--- config.mk ---
export PLATFORM = sky130hd
export DESIGN_NAME = out_port_fifo_flat
export DESIGN_NICKNAME = d
export VERILOG_FILES = /design/src/rtl/out_port_fifo_if.sv /design/src/rtl/out_port_fifo.sv /design/src/flat_wrapper.sv
export SDC_FILE = /design/constraint.sdc
export NUM_CORES = 1
export LEC_CHECK = 0
export ABC_AREA = 1
export BUFFER_PORTS_ARGS = -buffer_cell sky130_fd_sc_hd__buf_2
export CORE_MARGIN = 5
export CORE_UTILIZATION = 44
export CTS_BUF_LIST = sky130_fd_sc_hd__clkbuf_2
export DETAILED_ROUTE_END_ITERATION = 8
export PLACE_DENSITY = 0.62
export SYNTH_ARGS = -nofsm -noshare
export SYNTH_HDL_FRONTEND = slang
export SYNTH_SLANG_ARGS = --single-unit
--- constraint.sdc ---
create_clock -name clock -period 2.53 [get_ports clock]
set_clock_uncertainty 0.2 [all_clocks]
set_input_delay 0.253 -clock clock [delete_from_list [all_inputs] [get_ports clock]]
set_output_delay 0.253 -clock clock [all_outputs]
set_load 0.02 [all_outputs]
--- src/rtl/out_port_fifo_if.sv ---
// Bus bundle between the CPU-side OUT datapath / external device and the
// buffered output port. The slave modport is the FIFO's view; the master
// modport is the view of whatever drives writes and acknowledges words.
interface out_port_fifo_if #(
    parameter int WIDTH = 32,
    parameter int AW    = 2
);
    logic [WIDTH-1:0] BusMuxOut;
    logic             Out_Portin;
    logic [WIDTH-1:0] OUTPUT_UNIT;
    logic             Out_Valid;
    logic             Out_Ack;
    logic             Out_Full;
    logic [AW:0]      Out_Count;
    logic             Overflow;
    logic             Ovf_clr;

    modport slave (
        input  BusMuxOut,
        input  Out_Portin,
        input  Out_Ack,
        input  Ovf_clr,
        output OUTPUT_UNIT,
        output Out_Valid,
        output Out_Full,
        output Out_Count,
        output Overflow
    );

    modport master (
        output BusMuxOut,
        output Out_Portin,
        output Out_Ack,
        output Ovf_clr,
        input  OUTPUT_UNIT,
        input  Out_Valid,
        input  Out_Full,
        input  Out_Count,
        input  Overflow
    );
endinterface

--- src/rtl/out_port_fifo.sv ---
// Buffered output port: captures OUT-instruction words from the internal bus
// into a small FIFO and presents them to an external device under a
// valid/acknowledge handshake. The head word and its valid flag are flops
// loaded with the post-edge head, so the device sees no combinational path
// from the storage array or from the CPU-side inputs.
module out_port_fifo #(
    parameter int WIDTH = 32,
    parameter int DEPTH = 4,
    parameter int AW    = 2
) (
    input  logic            clock,
    input  logic            clear,
    out_port_fifo_if.slave  bus
);

    localparam logic [AW:0] DEPTH_C = (AW+1)'(DEPTH);

    // Storage: not reset, only the pointers/count define what is valid.
    logic [WIDTH-1:0] mem [DEPTH];

    logic [AW-1:0]    wr_ptr;
    logic [AW-1:0]    rd_ptr;
    logic [AW-1:0]    rd_next;
    logic [AW:0]      count;
    logic [AW:0]      count_next;
    logic [WIDTH-1:0] head_word;
    logic [WIDTH-1:0] out_unit;
    logic             out_valid;
    logic             overflow;
    logic             push;
    logic             pop;

    // Handshake events, next-count and the word that will be at the head after this edge.
    always_comb begin
        pop  = bus.Out_Ack & out_valid;
        // A pop in the same edge frees a slot, so a full FIFO can still accept.
        push = bus.Out_Portin & ((count != DEPTH_C) | pop);

        count_next = count;
        case ({push, pop})
            2'b10:   count_next = count + 1'b1;
            2'b01:   count_next = count - 1'b1;
            default: count_next = count;
        endcase

        rd_next = pop ? rd_ptr + 1'b1 : rd_ptr;

        // The incoming word lands exactly at the new head only when the FIFO
        // is empty after any pop; bypass it so the head flop sees it now.
        if (push && (wr_ptr == rd_next))
            head_word = bus.BusMuxOut;
        else
            head_word = mem[rd_next];
    end

    // Storage write on an accepted push.
    always_ff @(posedge clock) begin
        if (push)
            mem[wr_ptr] <= bus.BusMuxOut;
    end

    // Pointers and occupancy count; pointers wrap naturally at DEPTH.
    always_ff @(posedge clock or negedge clear) begin
        if (!clear) begin
            wr_ptr <= '0;
            rd_ptr <= '0;
            count  <= '0;
        end else begin
            if (push)
                wr_ptr <= wr_ptr + 1'b1;
            rd_ptr <= rd_next;
            count  <= count_next;
        end
    end

    // Registered head word and valid; the word holds its last value when empty.
    always_ff @(posedge clock or negedge clear) begin
        if (!clear) begin
            out_unit  <= '0;
            out_valid <= 1'b0;
        end else begin
            out_valid <= (count_next != '0);
            if (count_next != '0)
                out_unit <= head_word;
        end
    end

    // Sticky overflow: a dropped write sets it, and setting beats clearing.
    always_ff @(posedge clock or negedge clear) begin
        if (!clear)
            overflow <= 1'b0;
        else if (bus.Out_Portin && !push)
            overflow <= 1'b1;
        else if (bus.Ovf_clr)
            overflow <= 1'b0;
    end

    assign bus.OUTPUT_UNIT = out_unit;
    assign bus.Out_Valid   = out_valid;
    assign bus.Out_Count   = count;
    assign bus.Out_Full    = (count == DEPTH_C);
    assign bus.Overflow    = overflow;

endmodule

--- src/flat_wrapper.sv ---
// flat-port wrapper written by rule: the top's interface ports become plain ports
module out_port_fifo_flat 
#(
    parameter int WIDTH = 32,
    parameter int DEPTH = 4,
    parameter int AW    = 2
)
  (clock, clear, bus_BusMuxOut, bus_Out_Portin, bus_Out_Ack, bus_Ovf_clr, bus_OUTPUT_UNIT, bus_Out_Valid, bus_Out_Full, bus_Out_Count, bus_Overflow);
  out_port_fifo_if #(.WIDTH(WIDTH), .AW(AW)) bus_i ();
  input  logic clock;
  input  logic clear;
  input wire logic [$bits(bus_i.BusMuxOut)-1:0] bus_BusMuxOut;
  input wire logic [$bits(bus_i.Out_Portin)-1:0] bus_Out_Portin;
  input wire logic [$bits(bus_i.Out_Ack)-1:0] bus_Out_Ack;
  input wire logic [$bits(bus_i.Ovf_clr)-1:0] bus_Ovf_clr;
  output wire logic [$bits(bus_i.OUTPUT_UNIT)-1:0] bus_OUTPUT_UNIT;
  output wire logic [$bits(bus_i.Out_Valid)-1:0] bus_Out_Valid;
  output wire logic [$bits(bus_i.Out_Full)-1:0] bus_Out_Full;
  output wire logic [$bits(bus_i.Out_Count)-1:0] bus_Out_Count;
  output wire logic [$bits(bus_i.Overflow)-1:0] bus_Overflow;
  assign bus_i.BusMuxOut = bus_BusMuxOut;
  assign bus_i.Out_Portin = bus_Out_Portin;
  assign bus_i.Out_Ack = bus_Out_Ack;
  assign bus_i.Ovf_clr = bus_Ovf_clr;
  assign bus_OUTPUT_UNIT = bus_i.OUTPUT_UNIT;
  assign bus_Out_Valid = bus_i.Out_Valid;
  assign bus_Out_Full = bus_i.Out_Full;
  assign bus_Out_Count = bus_i.Out_Count;
  assign bus_Overflow = bus_i.Overflow;
  out_port_fifo #(.WIDTH(WIDTH), .DEPTH(DEPTH), .AW(AW)) u_core (.clock(clock), .clear(clear), .bus(bus_i));
endmodule
; ---- Word level (Yosys, flattened, before mapping)
; Memories as Yosys holds them, arrays and structs flattened. A register that Yosys moved wholly into a read port is not among the register bits.
; Cells that the tools add are included.
[op_classes]
reduce_logical = 5
bitwise = 3
eq_ne = 4
n_addsub = 4
muxes = 6
[op_table]
columns = cell, count
row1 = case mux 3 bit (2 select lines), 1
row2 = "adder 2 x 1 -> 2 bit, second input constant", 2
row3 = two-way mux 1 bit, 4
row4 = "adder 3 x 1 -> 3 bit, second input constant", 1
row5 = "== test 3 bit, second input constant", 1
row6 = "inequality test 3 bit, second input constant", 1
row7 = nonzero test 3 bit, 1
row8 = "subtractor 3 x 1 -> 3 bit, second input constant", 1
row9 = AND 1 bit, 2
row10 = "== test 2 x 1 -> 1 bit, second input constant", 1
row11 = "== test 2 bit, second input constant", 1
row12 = logical NOT 1 bit, 2
row13 = two-way mux 2 bit, 1
row14 = nonzero test 2 bit, 1
row15 = logical AND 1 bit, 1
row16 = bitwise OR 1 bit, 1
[totals]
ram_bits = 128
ff_bits = 9
out_inout_bits = 38
inputBits = 37
n_memories = 1
word_cells = 28
[mem_list]
columns = memory, words, width, rd, rd_clocked_by_memory_dff, write_ports, line_no
row1 = u_core.mem, 4, 32, 1, 1, 1, out_port_fifo.sv:19  ; logic [WIDTH-1:0] mem [DEPTH];

; ---- Logic depth before layout (Yosys ltp)
[logic_depth]
depth_word = 6
depth_mapped = 13

; ---- Least setup slack after synthesis
; No wires, ideal clock.
[synth_timing]
path_type = register to register
from = reg u_core.out_valid, in the netlist u_core.bus.Out_Valid
to = mem u_core.mem[0][0] (enable)
slack_ns = -0.300
arrival_ns = 2.209
required_ns = 1.909
path_stages_with_launch = 5
period_less_slack_ns = 2.830
path_cell_list = dfrtp_1 nand2_2 inv_1 o21ai_4 nor2_1
[synth_between]
elab_chain_len = 5
[synth_lines]
columns = item, line_no
row1 = "start, declared", out_port_fifo.sv:28  ; logic out_valid;
row2 = "start signal, assigned", out_port_fifo.sv:82  ; out_valid <= (count_next != '0);
row3 = AND 1 bit, out_port_fifo.sv:35  ; pop = bus.Out_Ack & out_valid;
row4 = bitwise OR 1 bit, out_port_fifo.sv:37  ; push = bus.Out_Portin & ((count != DEPTH_C) | pop);
row5 = AND 1 bit, out_port_fifo.sv:37
row6 = two-way mux 1 bit, out_port_fifo.sv:58  ; if (push)
row7 = two-way mux 1 bit (implied by the code), out_port_fifo.sv:59  ; mem[wr_ptr] <= bus.BusMuxOut;
row8 = "end, declared", out_port_fifo.sv:19
; No other way between the ends.

; ---- Worst setup path after layout
[layout_timing]
from = reg u_core.out_valid, in the netlist u_core.bus.Out_Valid
to = reg u_core.out_unit[29], in the netlist u_core.bus.OUTPUT_UNIT[29], read port of u_core.mem
[layout_between]
elab_chain_len = 6
[layout_lines]
columns = item, line_no
row1 = AND 1 bit (*), out_port_fifo.sv:35
row2 = bitwise OR 1 bit, out_port_fifo.sv:37
row3 = AND 1 bit, out_port_fifo.sv:37
row4 = == test 2 x 1 -> 1 bit / == test 2 bit (equally long branches), out_port_fifo.sv:40  ; case ({push, pop})
row5 = case mux 3 bit (2 select lines), out_port_fifo.sv:40
row6 = nonzero test 3 bit, out_port_fifo.sv:83  ; if (count_next != '0)
row7 = "end, declared", out_port_fifo.sv:27  ; logic [WIDTH-1:0] out_unit;
; Every way passes the cells marked *; elsewhere a longest branch is shown, timed or not.
; A chain may end at the register's enable or synchronous reset.

==> results.json <==
{
  "status": "completed",
  "path_depth": 9,
  "clockBufferDepth": 2,
  "cpPeakStageDelay_ns": 0.49,
  "port_buffers": 74,
  "synth_area_um2": 7610,
  "path_cells": "nand2_2 > nor2_2 > inv_2 > fa_1 > nand2_1 > nand2_2 > buf_4 > nand4_1 > nand2_1",
  "timing.hold.ws_ns": 0.0720,
  "crit_required_ns": 3.02,
  "cts_tree": "done",
  "fp.dieH_um": 142,
  "rsz0062_at_grt": "no",
  "clkTransAtPathRegs_ns": 0.23,
  "core_um2": 17100,
  "seq_area_frac_synth_pct": 64.0,
  "dr.pass1.iters": 5,
  "drv_slew": 0,
  "routedWlPerCell_um": 16.9,
  "worst-slew-pin-transition_ns": 0.743,
  "track_usage_pct": 19.3,
  "syn_to_final_growth_pct": 17.4,
  "synth_cell_types": 23,
  "ys_seq_elements": 169,
  "cp-startpoint": "u_core.bus.Out_Valid",
  "die-area_um2": 20000,
  "viasPerCell": 5.14,
  "dp_hpwl_mm": 11.4,
  "cp_slowest_cell": "fa_1",
  "crit_type": "reg -> reg",
  "reg2reg_slack_ns": 0.13,
  "fin_util_pct": 52.2,
  "grt_first_pass_wirelength_mm": 30.3,
  "min_path_type": "in -> reg",
  "max_freq_mhz": 417,
  "num-fill-cells": 1561,
  "dp.cells": 1044,
  "cts_buffers": 17,
  "yosysWarningCount": 0,
  "placed_area_um2": 8260,
  "drt_iter0_drc": 363,
  "setup-violations-final": 0,
  "cts_root_buf": "clkbuf_2",
  "cts_sinks": 169,
  "cts_setup_buffers": 0,
  "max-vdd-ir-drop_v": 0.000722,
  "design_area_um2": 8940,
  "drcViolationCount": 0,
  "setup_tns_ns": 0,
  "drive_gt1_share_pct": 16.7,
  "finalNonFillerCells": 1122,
  "hold_violations": 0,
  "power_leakage_nw": 4.08,
  "grt-ovfl-total": 0,
  "crit_end": "u_core.bus.OUTPUT_UNIT[29]",
  "r2r_start": "u_core.bus.Out_Valid",
  "grt_max_degree": 66,
  "gp_congestion": 0.773,
  "synth_area_per_cell_um2": 9.92,
  "arrival_ns": 2.88,
  "h-tree-depth": 4,
  "period_minus_slack_ns": 2.40,
  "start_kind": "flop",
  "drt_wl_total_mm": 18.9,
  "p_per_area_nw_per_um2": 1230,
  "antenna_found_initial": 1,
  "nets": 925,
  "final_common_cell": "nand2_1",
  "crit_fanout": 22,
  "clock_latency_ns": 0.73,
  "cap_violations": 0,
  "r2r_cells": 9,
  "ys_async_sr_fraction_pct": 24.3,
  "synth_edf_count": 128,
  "syn-num-nets": 809,
  "ant_nets": 0,
  "ys.flop_type": "edfxtp_1",
  "start_util_pct": 44.5,
  "ff_latch_area_um2": 4870,
  "ioPinCount": 75,
  "grt_pass1_vias": 5736,
  "rows": 48,
  "critical-path-top-delay-family": "simple AND/OR/NAND/NOR gates",
  "multi_input_area_um2": 2320,
  "layout_common_cells": "300 x nand2_1, 128 x edfxtp_1, 104 x nand3_1",
  "vias": 5770,
  "finalCritPeriodShare_pct": 94.8,
  "reg2reg_to": "u_core.bus.OUTPUT_UNIT[29]",
  "syn_inst": 767,
  "end_kind": "flop",
  "max-slew-margin-rel_pct": 50.5,
  "die_w_um": 142,
  "worst-path-buf-inv": 2
}
## routing by layer
metal  vias to the layer above  routed length, um  part of all wire, %  global-route usage [%]
li1                       2794                  -                    -                       -
met1                      2819               7990                   42                    23.7
met2                       138               9800                   52                    34.2
met3                        19                857                  4.5                    3.88
met4                         0                261                  1.4                    6.21
met5                         -                  0                    0                       0
## area by class of cell
class                      count  area share, %
antenna                        1         0.0280
clock buffer                  22           1.23
clock inverter                10           1.18
inverter                      54           2.27
multi-input combinational    496           26.0
sequential                   169           54.5
tap                          225           3.15
timing repair buffer         145           11.7
## flip-flops by register name, summed over array words and instances, names as in the netlist
| signal | count |
|---|---|
| u_core.bus.Out_Count | 3 |
| u_core.bus.OUTPUT_UNIT | 32 |
| u_core.bus.Out_Valid | 1 |
| u_core.bus.Overflow | 1 |
| u_core.mem | 128 |
| u_core.rd_ptr | 2 |
| u_core.wr_ptr | 2 |
## cells by family (layout without fill, tap and decap cells)
kind of cell	count (synthesis)	count (layout)	share of synthesized area [%]
and+or+nand+nor	487	487	29.0
other	0	1	0
xor gates and xnor gates	1	1	0.115
adders and majority gates	5	5	0.921
buffers and inverters	102	231	5.67
DFF	169	169	64.0
AOI/OAI and AO/OA	3	3	0.345
## cells in the mapped netlist, drive strengths merged (2+ instances only)
master / instances / share of area, %
edfxtp: 128 / 51
ha: 4 / 0.66
nand3: 107 / 7.2
buf: 42 / 2.7
dfrtp: 41 / 13
inv: 54 / 2.7
clkbuf: 6 / 0.30
nand3b: 32 / 3.2
nand2: 307 / 15
o21ai: 2 / 0.28
nand4: 34 / 2.8
nor2: 7 / 0.48
## power breakdown
| group | switching, mW | total [mW] | leakage, nW | internal (mW) |
|---|---|---|---|---|
| logic | 3.87 | 5.57 | 2.27 | 1.70 |
| registers | 0.334 | 4.12 | 1.67 | 3.78 |
| clock network | 0.888 | 1.35 | 0.135 | 0.459 |
| total | 5.10 | 11.0 | 4.08 | 5.94 |
## per-stage QoR
step / worst slack [ns] / power [mW]
floorplan: -0.300 / 7.96
global placement: 0.280 / 9.52
detailed placement: 0.0926 / 9.70
CTS: 0.0555 / 11.1
global route: 0.000530 / 11.9
finish: 0.132 / 11.0
## repair_timing
item / 4_1_cts / 5_1_grt
resized for setup: 0 / 1
hold buffers: 44 / 1
hold endpoints to repair: 254 / 3
setup endpoints to repair: 0 / 32
## how the worst min path moves through the flow
stage                startpoint                   endpoint  slack (ns)  cells past startpoint
6_report       bus_BusMuxOut[8]           u_core.mem[1][8]        0.07                      2
5_1_grt        bus_BusMuxOut[8]           u_core.mem[0][8]      0.0009                      2
4_1_cts        bus_BusMuxOut[4]           u_core.mem[0][4]       0.002                      2
3_5_place_dp        bus_Ovf_clr        u_core.bus.Overflow        0.25                      2
3_3_place_gp              clear        u_core.bus.Overflow        0.23                      1
2_1_floorplan             clear  u_core.bus.OUTPUT_UNIT[0]       -0.24                      0
(Power assumes the default switching activity.)
